### src/rtl/hazard_pkg.sv
// Shared types and constants for the pipeline hazard controller.
// Optional forwarding build is selected with the HAZARD_FWD_EN macro.
package hazard_pkg;

    // Register address width carried in the shadow entries
    localparam int REG_AW = 5;

    // Registered action of the controller, visible on hz_state
    typedef enum logic [1:0] {
        HZ_RUN      = 2'b00,
        HZ_LU_STALL = 2'b01,
        HZ_JR_STALL = 2'b10,
        HZ_FLUSH    = 2'b11
    } hz_state_t;

    // EX operand source selects
    localparam logic [1:0] FWD_REG = 2'b00;
    localparam logic [1:0] FWD_MEM = 2'b10;
    localparam logic [1:0] FWD_WB  = 2'b01;

    // One in-flight instruction as seen by the hazard logic
    typedef struct packed {
        logic              valid;
        logic [REG_AW-1:0] rs;
        logic [REG_AW-1:0] rt;
        logic              regwrite;
        logic [REG_AW-1:0] rw;
        logic              memread;
    } shadow_t;

    // An entry only produces a register value when it is live, writes,
    // and does not target $zero
    function automatic logic writes_reg(input shadow_t e);
        return e.valid & e.regwrite & (e.rw != '0);
    endfunction

endpackage

### src/rtl/hazard_ctrl_fwd_unit.sv
// Forwarding select for a single EX operand.
// MEM/WB producers are compared against the operand's source register;
// the youngest producer (MEM) wins, and $zero is never forwarded.
module fwd_unit
    import hazard_pkg::*;
#(
    parameter int RA_W = 5
) (
    input  logic [RA_W-1:0] src,
    input  logic            mem_wr,
    input  logic [RA_W-1:0] mem_rw,
    input  logic            wb_wr,
    input  logic [RA_W-1:0] wb_rw,
    output logic [1:0]      sel
);

    // Pick the most recent in-flight producer of src
    always_comb begin
        sel = FWD_REG;
        if (src != '0) begin
            if (mem_wr && (mem_rw == src)) begin
                sel = FWD_MEM;
            end else if (wb_wr && (wb_rw == src)) begin
                sel = FWD_WB;
            end
        end
    end

endmodule

### src/rtl/hazard_ctrl.sv
// Pipeline sequencing controller for the 5-stage datapath.
// Tracks EX/MEM/WB destination registers in a shadow pipeline and
// produces stall, flush and forwarding controls plus debug counters.
// Build option: define HAZARD_FWD_EN to enable EX-stage forwarding;
// without it, every RAW dependency on EX or MEM is resolved by stalling.
module hazard_ctrl
    import hazard_pkg::*;
#(
    parameter int CNT_W = 16,
    parameter int RA_W  = 5
) (
    input  logic             slow_clk,
    input  logic             Reset,
    input  logic             id_valid,
    input  logic [RA_W-1:0]  id_rs,
    input  logic [RA_W-1:0]  id_rt,
    input  logic             id_use_rs,
    input  logic             id_use_rt,
    input  logic             id_regwrite,
    input  logic [RA_W-1:0]  id_rw,
    input  logic             id_memread,
    input  logic             id_jump,
    input  logic             id_jr,
    input  logic             ex_branch_taken,
    output logic             pc_stall,
    output logic             ifid_stall,
    output logic             ifid_flush,
    output logic             idex_flush,
    output logic [1:0]       fwd_a,
    output logic [1:0]       fwd_b,
    output logic [1:0]       hz_state,
    output logic [CNT_W-1:0] stall_cnt,
    output logic [CNT_W-1:0] flush_cnt
);

    shadow_t    ex_reg, mem_reg, wb_reg;
    shadow_t    ex_next;
    hz_state_t  hz_state_reg, action_next;
    logic [CNT_W-1:0] stall_cnt_reg, flush_cnt_reg;

    logic pc_stall_next, ifid_stall_next, ifid_flush_next, idex_flush_next;
    logic rs_used, rt_used;
    logic ex_wr, mem_wr;
    logic ex_src_hit;
    logic load_use, jr_hz;
    logic stall_event, flush_event;

    assign rs_used = id_valid & id_use_rs;
    assign rt_used = id_valid & id_use_rt;
    assign ex_wr   = writes_reg(ex_reg);
    assign mem_wr  = writes_reg(mem_reg);

    // Does the ID instruction read the register produced in EX?
    assign ex_src_hit = (rs_used && (id_rs == ex_reg.rw)) ||
                        (rt_used && (id_rt == ex_reg.rw));

`ifdef HAZARD_FWD_EN
    // With forwarding, only a load in EX cannot be bypassed in time
    assign load_use = ex_wr & ex_reg.memread & ex_src_hit;
`else
    logic mem_src_hit;
    assign mem_src_hit = (rs_used && (id_rs == mem_reg.rw)) ||
                         (rt_used && (id_rt == mem_reg.rw));
    // Without forwarding, any producer still in EX or MEM must drain;
    // WB is fine because the regfile writes before ID reads
    assign load_use = (ex_wr & ex_src_hit) | (mem_wr & mem_src_hit);
`endif

    // JR reads rs in ID, where nothing is forwarded
    assign jr_hz = id_jr & id_valid &
                   ((ex_wr  && (ex_reg.rw  == id_rs)) ||
                    (mem_wr && (mem_reg.rw == id_rs)));

    // Prioritised selection of this cycle's action and its controls
    always_comb begin
        action_next     = HZ_RUN;
        pc_stall_next   = 1'b0;
        ifid_stall_next = 1'b0;
        ifid_flush_next = 1'b0;
        idex_flush_next = 1'b0;
        if (ex_branch_taken) begin
            ifid_flush_next = 1'b1;
            idex_flush_next = 1'b1;
            action_next     = HZ_FLUSH;
        end else if (load_use) begin
            pc_stall_next   = 1'b1;
            ifid_stall_next = 1'b1;
            idex_flush_next = 1'b1;
            action_next     = HZ_LU_STALL;
        end else if (jr_hz) begin
            pc_stall_next   = 1'b1;
            ifid_stall_next = 1'b1;
            idex_flush_next = 1'b1;
            action_next     = HZ_JR_STALL;
        end else if (id_valid && (id_jump || id_jr)) begin
            ifid_flush_next = 1'b1;
            action_next     = HZ_FLUSH;
        end
    end

    // Entry that moves into the EX shadow; a bubble when ID/EX is flushed
    always_comb begin
        ex_next = '0;
        if (!idex_flush_next) begin
            ex_next.valid    = id_valid;
            ex_next.rs       = id_rs;
            ex_next.rt       = id_rt;
            ex_next.regwrite = id_regwrite;
            ex_next.rw       = id_rw;
            ex_next.memread  = id_memread;
        end
    end

    // Shadow pipeline advances every cycle alongside the datapath
    always_ff @(posedge slow_clk or posedge Reset) begin
        if (Reset) begin
            ex_reg  <= '0;
            mem_reg <= '0;
            wb_reg  <= '0;
        end else begin
            wb_reg  <= mem_reg;
            mem_reg <= ex_reg;
            ex_reg  <= ex_next;
        end
    end

    assign stall_event = (action_next == HZ_LU_STALL) || (action_next == HZ_JR_STALL);
    assign flush_event = (action_next == HZ_FLUSH);

    // Action register plus saturating debug counters
    always_ff @(posedge slow_clk or posedge Reset) begin
        if (Reset) begin
            hz_state_reg  <= HZ_RUN;
            stall_cnt_reg <= '0;
            flush_cnt_reg <= '0;
        end else begin
            hz_state_reg <= action_next;
            if (stall_event && (stall_cnt_reg != {CNT_W{1'b1}})) begin
                stall_cnt_reg <= stall_cnt_reg + CNT_W'(1);
            end
            if (flush_event && (flush_cnt_reg != {CNT_W{1'b1}})) begin
                flush_cnt_reg <= flush_cnt_reg + CNT_W'(1);
            end
        end
    end

`ifdef HAZARD_FWD_EN
    logic            wb_wr;
    logic [RA_W-1:0] op_src [2];
    logic [1:0]      op_sel [2];

    assign wb_wr     = writes_reg(wb_reg);
    assign op_src[0] = ex_reg.rs;
    assign op_src[1] = ex_reg.rt;

    genvar gi;
    generate
        for (gi = 0; gi < 2; gi++) begin : g_fwd
            fwd_unit #(.RA_W(RA_W)) u_fwd (
                .src    (op_src[gi]),
                .mem_wr (mem_wr),
                .mem_rw (mem_reg.rw),
                .wb_wr  (wb_wr),
                .wb_rw  (wb_reg.rw),
                .sel    (op_sel[gi])
            );
        end
    endgenerate

    assign fwd_a = op_sel[0];
    assign fwd_b = op_sel[1];
`else
    assign fwd_a = FWD_REG;
    assign fwd_b = FWD_REG;
`endif

    // Not every shadow field is consumed in every build
    logic unused_shadow;
    assign unused_shadow = ^{ex_reg, mem_reg, wb_reg};

    // Control outputs drop together with the asynchronous reset
    assign pc_stall   = pc_stall_next   & ~Reset;
    assign ifid_stall = ifid_stall_next & ~Reset;
    assign ifid_flush = ifid_flush_next & ~Reset;
    assign idex_flush = idex_flush_next & ~Reset;

    assign hz_state  = hz_state_reg;
    assign stall_cnt = stall_cnt_reg;
    assign flush_cnt = flush_cnt_reg;

endmodule

### config.mk
export PLATFORM = sky130hd
export DESIGN_NAME = hazard_ctrl
export DESIGN_NICKNAME = d
export VERILOG_FILES = /design/src/rtl/hazard_pkg.sv /design/src/rtl/hazard_ctrl_fwd_unit.sv /design/src/rtl/hazard_ctrl.sv
export SDC_FILE = /design/constraint.sdc
export NUM_CORES = 1
export LEC_CHECK = 0
export ABC_AREA = 1
export CAP_MARGIN = 20
export CORE_MARGIN = 2
export CORE_UTILIZATION = 44
export CTS_CLUSTER_SIZE = 10
export DETAILED_ROUTE_END_ITERATION = 10
export GPL_ROUTABILITY_DRIVEN = 1
export HOLD_SLACK_MARGIN = 0.06
export PLACE_DENSITY = 0.76
export SLEW_MARGIN = 0
export SYNTH_ARGS = -nofsm -noshare
export SYNTH_HDL_FRONTEND = slang
export SYNTH_SLANG_ARGS = --single-unit
### constraint.sdc
create_clock -name slow_clk -period 2.3 [get_ports slow_clk]
set_clock_uncertainty 0.2 [all_clocks]
set_input_delay 0.46 -clock slow_clk [delete_from_list [all_inputs] [get_ports slow_clk]]
set_output_delay 0.46 -clock slow_clk [all_outputs]
set_load 0.005 [all_outputs]
==> metrics.md, run 1 <==
| Metric | Value |
|---|---|
| Status | `finished with violations` |
| Violated checks | `negative setup slack` |
| Cell Chain, Critical Path | `nand2_1 -> nand2_1 -> nor3_2 -> nand4_1 -> nand2_2 -> nor2_4 -> nand2_1 -> nand3_2 -> inv_2 -> buf_2` |
| Starting density of the core | `0.452` |
| Worst reg2reg startpoint | `mem_reg[2]` |
| Data arrival time of the worst path | `1.80 ns` |
| Post-detailed-route wirelength per cell | `13.3 um` |
| FMAX | `0.407 GHz` |
| Tcrit/Tclk final | `1.07` |
| Vias in the first global route | `2,171` |
| # IOs | `67` |
| RSZ-0062 raised after global routing | `yes` |
| Max incr delay on CP | `0.45 ns` |
| ANT cells | `0` |
| WP data required | `1.64 ns` |
| Worst-path fanout max | `5` |
| Core area | `5850 um2` |
| Worst R2R End | `stall_cnt[12]` |
| Fin. Hold Viols | `0` |
| CTS Buf Count | `5` |
| Die Footprint | `6640 um2` |
| DP HPWL | `4.44 mm` |
| Gr usage total | `0.189` |
| Min-Delay Path Depth | `0` |
| R2R depth | `14` |
| Place WS | `-0.752 ns` |
| R2R Setup Slk | `-0.14 ns` |
| Sequential power share | `0.427` |
| Critical path's slowest cell | `dfrtp_2` |
| Post-synthesis cell count | `320` |
| Most numerous cell on the critical path | `nand2_1` |
| Setup crit start kind | `flip-flop` |
| Layout cells sized above 1 | `0.242` |
| HP Start | `ex_reg[17]` |
| Final nets | `428` |
| Buf/Inv on CP | `2` |
| Starting DRC count in detailed routing | `155` |
| PortBufs | `61` |
| Post-Route Utilization | `0.637` |
| GP Congestion | `0.897` |
| Peak VDD IR | `529 uV` |
| P_int | `1.85 mW` |
| Syn_area_per_cell | `8.26 um2` |
| Clk buf depth | `2` |
| Setup tns final | `-2.35 ns` |
| DRT antenna net count | `0` |
| Net switching power | `1.03 mW` |
| Gr ovfl total | `0` |
| Crit Path Class | `flip-flop to output pin` |
| Sw Share | `0.358` |
| Largest net degree at the start of global routing | `49` |
| HP Class | `flip-flop to flip-flop` |
| First-pass GRT wire length | `9.56 mm` |
| Via count | `2,312` |
| Max_cap viols | `0` |
| Netlist cell types | `28` |
| CTS tree | `done` |
| Final Max Tran Viols | `0` |
| Synth Warn # | `0` |
| Setup violations, final | `30` |
| Tightest Pin Transition | `0.602 ns` |
| Sequential share of the synthesized area | `0.454` |
| Die Height | `81.5 um` |
| Clock root cell | `clkbuf_8` |
| Leakage Power | `1.79 nW` |
| Synthesized area | `2640 um2` |
| Power Density | `774 nW/um2` |
| Via density | `4.86` |
| Clock Power Share | `0.178` |
| Die X | `81.5 um` |
| Worst Hold Endpoint | `mem_reg[17]` |
| First-pass iteration count of the detailed router | `4` |
| Final wirelength | `6.34 mm` |
| Clk Latency, worst-skew pair | `0.29 ns` |
| Clock-pin slew on the worst setup and hold paths | `0.09 ns` |
| Clk sinks | `48` |
| Initial antenna violation count | `0` |
| Yosys reg bits | `48` |
| Area Growth Syn to Fin | `41.0%` |
| Worst Slack Setup Final | `-0.159 ns` |
| FP Rows | `28` |
| DRC Markers | `0` |
| Top delay family on crit path | `simple AND/OR/NAND/NOR gates` |
| Worst setup EP type | `output pin` |
| Min Tclk post-route | `2.46 ns` |
| H-tree levels | `2` |
| Combinational Power Share | `0.395` |
| Slew headroom | `0.599` |
[power by group through the flow]
| stage | sequential, mW | combinational, mW | clock, mW |
|---|---|---|---|
| final | 1.23 | 1.14 | 0.513 |
| after global routing | 1.26 | 1.24 | 0.573 |
| after CTS | 1.22 | 1.02 | 0.536 |
| after detailed placement | 1.23 | 1.01 | 0 |
| after global placement | 1.23 | 0.990 | 0 |
| after floorplan | 1.22 | 0.501 | 0 |
[worst max-delay path by stage]
stage	endpoint	from	slack (ns)	depth (start not counted)
after floorplan	pc_stall	Reset	0.04	4
after global placement	idex_flush	id_rs[0]	-0.73	9
after detailed placement	ifid_stall	id_rt[0]	-0.75	12
after CTS	idex_flush	ex_reg[1]	-0.11	9
after global routing	ifid_stall	ex_reg[2]	-0.27	10
final	ifid_stall	ex_reg[1]	-0.16	10
[synth_stat cells]
library cell	count	area, um2
inv_2	8	30.0
buf_4	5	37.5
nand3b_1	1	7.51
xnor2_1	12	105
nor2_1	28	105
buf_6	1	11.3
o31ai_1	1	7.51
o21ai_0	8	40.0
nor2_2	5	31.3
nor2_4	2	22.5
nand4_1	8	50.1
a21oi_1	3	15.0
nand3_2	4	40.0
nor4_4	1	21.3
nand2_4	1	11.3
nor4_1	1	6.26
nor3_2	2	20.0
dfrtp_1	48	1200
nand2_2	5	31.3
a31oi_1	1	6.26
nand2_1	70	263
ha_1	3	37.5
o21ai_1	1	5.00
conb_1	1	3.75
nand3_1	17	85.1
inv_1	48	180
xor2_1	25	219
nor3_1	10	50.1
[per-stage QoR]
step	total power [mW]	cell area, um2	cells	hold WS, ns
6_report	2.88	3730	476	0.174
5_1_grt	3.08	3730	476	0.201
4_1_cts	2.78	3500	473	0.182
3_5_place_dp	2.25	3400	465	0.165
3_3_place_gp	2.22	3400	465	0.156
2_1_floorplan	1.72	2660	323	0.154
[what timing repair did]
item / 4_1_cts / 5_1_grt
resized for setup: 42 / 57
cloned: 0 / 1
hold buffers: 0 / 0
setup endpoints to repair: 36 / 36
pin swaps: 15 / 13
setup buffers: 0 / 2
[logic make-up (layout without fill, tap and decap cells)]
logic type / after synthesis / in the layout / synth area share
and+or+nand+nor: 155 / 155 / 0.282
xor gates and xnor gates: 37 / 37 / 0.123
AOI/OAI and AO/OA: 14 / 14 / 0.0279
DFF: 48 / 48 / 0.454
other: 1 / 4 / 0.00142
adders and majority gates: 3 / 3 / 0.0142
buffers and inverters: 62 / 140 / 0.0980
[placed cells by master (no fill, tap or decap), types with 2 or more instances in the layout]
| cell | count |
|---|---|
| nand2_1 | 55 |
| dfrtp_1 | 46 |
| clkdlybuf4s50_1 | 45 |
| inv_1 | 42 |
| xor2_1 | 23 |
| nor2_1 | 22 |
| nand2_2 | 16 |
| nand3_1 | 14 |
| inv_2 | 12 |
| dlygate4sd2_1 | 12 |
| xnor2_1 | 11 |
| buf_4 | 9 |
| nand4_1 | 8 |
| nor2_2 | 8 |
| nor3_1 | 7 |
| clkbuf_8 | 6 |
| nand3_2 | 5 |
| nor2_4 | 5 |
| nor3_2 | 5 |
| buf_6 | 5 |
| nand2_4 | 4 |
| o21ai_0 | 4 |
| conb_1 | 4 |
| buf_2 | 4 |
| o21ai_1 | 3 |
| xor2_2 | 2 |
| nand3_4 | 2 |
| a21oi_1 | 2 |
| o21ai_2 | 2 |
| ha_1 | 2 |
| clkbuf_1 | 2 |
| dfrtp_2 | 2 |
[area by class of cell]
cell class / instances / area [um2]
Fill cell: 497 / 2120
Multi-Input combinational cell: 213 / 1400
Sequential cell: 48 / 1200
Timing Repair Buffer: 75 / 699
Inverter: 56 / 226
Tap cell: 75 / 93.8
Clock buffer: 8 / 90.1
Timing Repair inverter: 1 / 11.3
[metal layers]
metal,GRT usage,wire length (um)
met5,0,0
met4,0.0593,131
met3,0.0385,251
met2,0.332,3380
met1,0.232,2590
(Power assumes the default switching activity.)
==> run 2, diff against run 1 <==
Settings changed: GPL_TIMING_DRIVEN from default to 0, PLACE_DENSITY 0.76 to 0.83.
==> run 2 against run 1 <==
Compared with the run above:
- the run still ends with negative setup slack left
- maximum frequency decreased by 3.5%
- register-to-register slack got worse by 0.08 ns
- wire length increased by 5.1%
- sequential share of layout area decreased by 1.6 points
- sequential power about the same
- clock-buffer cell count decreased by 2
- flip-flop and latch count unchanged
- critical path depth decreased by 1
- final cell count increased by 2.5%
- utilization increased by 3.3 points
- clock power decreased by 7.8%
- global-route usage increased by 1.8 points
- critical endpoint is now idex_flush
==> metrics.md, run 2 (synthesized netlist as in run 1, its figures left out) <==
| Metric | Value |
|---|---|
| Clock-pin slew on the worst setup and hold paths | `0.09 ns` |
| Leakage Power | `1.86 nW` |
| First-pass iteration count of the detailed router | `4` |
| Worst Slack Setup Final | `-0.247 ns` |
| Layout cells sized above 1 | `0.295` |
| # IOs | `67` |
| Gr usage total | `0.207` |
| Power Density | `744 nW/um2` |
| Clock root cell | `clkbuf_8` |
| Worst R2R End | `stall_cnt[3]` |
| PortBufs | `61` |
| Setup tns final | `-4.81 ns` |
| ANT cells | `0` |
| H-tree levels | `2` |
| DRC Markers | `0` |
| P_int | `1.85 mW` |
| Clock Power Share | `0.162` |
| Final Max Tran Viols | `0` |
| Status | `finished with violations` |
| Final nets | `441` |
| Clk Latency, worst-skew pair | `0.29 ns` |
| WHS | `0.179 ns` |
| Place WS | `-1.33 ns` |
| Initial antenna violation count | `0` |
| Final instance area | `3920 um2` |
| Placed insts | `459` |
| Worst reg2reg startpoint | `ex_reg[1]` |
| R2R Setup Slk | `-0.22 ns` |
| Data arrival time of the worst path | `1.89 ns` |
| Most common cell after layout, fill and taps aside | `nand2_1` |
| Max_cap viols | `0` |
| Total power | `2.92 mW` |
| FP Rows | `28` |
| First-pass GRT wire length | `10.6 mm` |
| RSZ-0062 raised after global routing | `yes` |
| Peak VDD IR | `515 uV` |
| WP data required | `1.64 ns` |
| Min-Delay Path Depth | `0` |
| HP Class | `flip-flop to flip-flop` |
| Starting DRC count in detailed routing | `111` |
| Commonest non-fill, non-tap cells in the layout | `50 x nand2_1, 46 x dfrtp_1, 45 x clkdlybuf4s50_1` |
| CTS Buf Count | `5` |
| Sw Share | `0.365` |
| Slew headroom | `0.587` |
| Die Height | `81.5 um` |
| FMAX | `0.393 GHz` |
| Worst setup EP type | `output pin` |
| Area Growth Syn to Fin | `48.3%` |
| Crit Path Class | `flip-flop to output pin` |
| Worst Hold Endpoint | `mem_reg[6]` |
| CTS tree | `done` |
| Post-detailed-route wirelength per cell | `13.7 um` |
| DP HPWL | `4.48 mm` |
| Tightest Pin Transition | `0.617 ns` |
| Net switching power | `1.07 mW` |
| Final wirelength | `6.66 mm` |
| Sequential power share | `0.425` |
| Die X | `81.5 um` |
| Gr ovfl total | `0` |
| Final Non-Filler Cells | `488` |
| Violated checks | `negative setup slack` |
| Largest net degree at the start of global routing | `25` |
| Clk buf depth | `2` |
| Fill cells | `456` |
| Worst-path fanout max | `4` |
| Setup violations, final | `32` |
| Post-Route Utilization | `0.670` |
| Hold-fix buffers, CTS | `0` |
| Fin. Hold Viols | `0` |
| Combinational Power Share | `0.413` |
| Tcrit/Tclk final | `1.11` |
| Via count | `2,394` |
| Starting density of the core | `0.452` |
| Placed cell area | `3360 um2` |
| Core area | `5850 um2` |
| Vias in the first global route | `2,425` |
| Clk sinks | `48` |
| Via density | `4.91` |
| DRT antenna net count | `0` |
| Die Footprint | `6640 um2` |
| GP Congestion | `0.898` |
| Min Tclk post-route | `2.55 ns` |
| Setup crit start kind | `flip-flop` |
| R2R depth | `13` |
| HP Start | `ex_reg[6]` |
-- run 2: cell types whose count changed in the layout (fill, tap and decap cells not counted), moves of 4 or more --
cell	before	now
nand3_2	5	10
nand3_1	14	10
nand2_2	16	20
buf_4	9	17
nand2_1	55	50
-- run 2: routing by layer --
layer | vias up | track usage | part of all wire
li1 | 1155 | - | -
met1 | 1146 | 0.232 | 0.39
met2 | 77 | 0.377 | 0.53
met3 | 16 | 0.0429 | 0.055
met4 | 0 | 0.0898 | 0.022
met5 | - | 0 | 0
-- run 2: critical path, stage by stage (launching register included) --
cell	delay [ns]
dfrtp_1	0.43
xnor2_1	0.18
nand2_1	0.11
nor2_2	0.16
nand3_2	0.09
nand2_2	0.08
nand2_2	0.07
buf_4	0.15
a31oi_4	0.18
buf_2	0.14
-- run 2: worst max-delay path by stage --
| stage | startpoint | to | depth (start not counted) |
|---|---|---|---|
| after floorplan | Reset | pc_stall | 4 |
| after CTS | mem_reg[2] | idex_flush | 11 |
| after global placement | Reset | pc_stall | 6 |
| final | ex_reg[1] | idex_flush | 9 |
| after global routing | ex_reg[1] | stall_cnt[3] | 13 |
| after detailed placement | Reset | pc_stall | 6 |
-- run 2: repair_timing --
| item | 4_1_cts | 5_1_grt |
|---|---|---|
| setup buffers | 14 | 5 |
| setup endpoints to repair | 36 | 35 |
| pin swaps | 32 | 29 |
| resized for setup | 87 | 36 |
| cloned | 3 | 0 |
-- run 2: power groups by stage --
stage          combinational, mW  clock, mW  sequential (mW)
2_1_floorplan              0.501          0             1.22
3_3_place_gp               0.975          0             1.23
5_1_grt                     1.31      0.524             1.27
3_5_place_dp                1.01          0             1.24
6_report                    1.20      0.473             1.24
4_1_cts                     1.10      0.492             1.22
-- run 2: final cells by class --
| class | count | area [um2] | share of cell area |
|---|---|---|---|
| Timing Repair inverter | 2 | 10.0 | 0.00255 |
| Multi-Input combinational cell | 213 | 1480 | 0.379 |
| Inverter | 56 | 229 | 0.0584 |
| Tap cell | 75 | 93.8 | 0.0239 |
| Clock inverter | 1 | 5.00 | 0.00128 |
| Sequential cell | 48 | 1200 | 0.307 |
| Timing Repair Buffer | 81 | 766 | 0.195 |
| Buffer | 6 | 56.3 | 0.0144 |
| Clock buffer | 6 | 72.6 | 0.0185 |
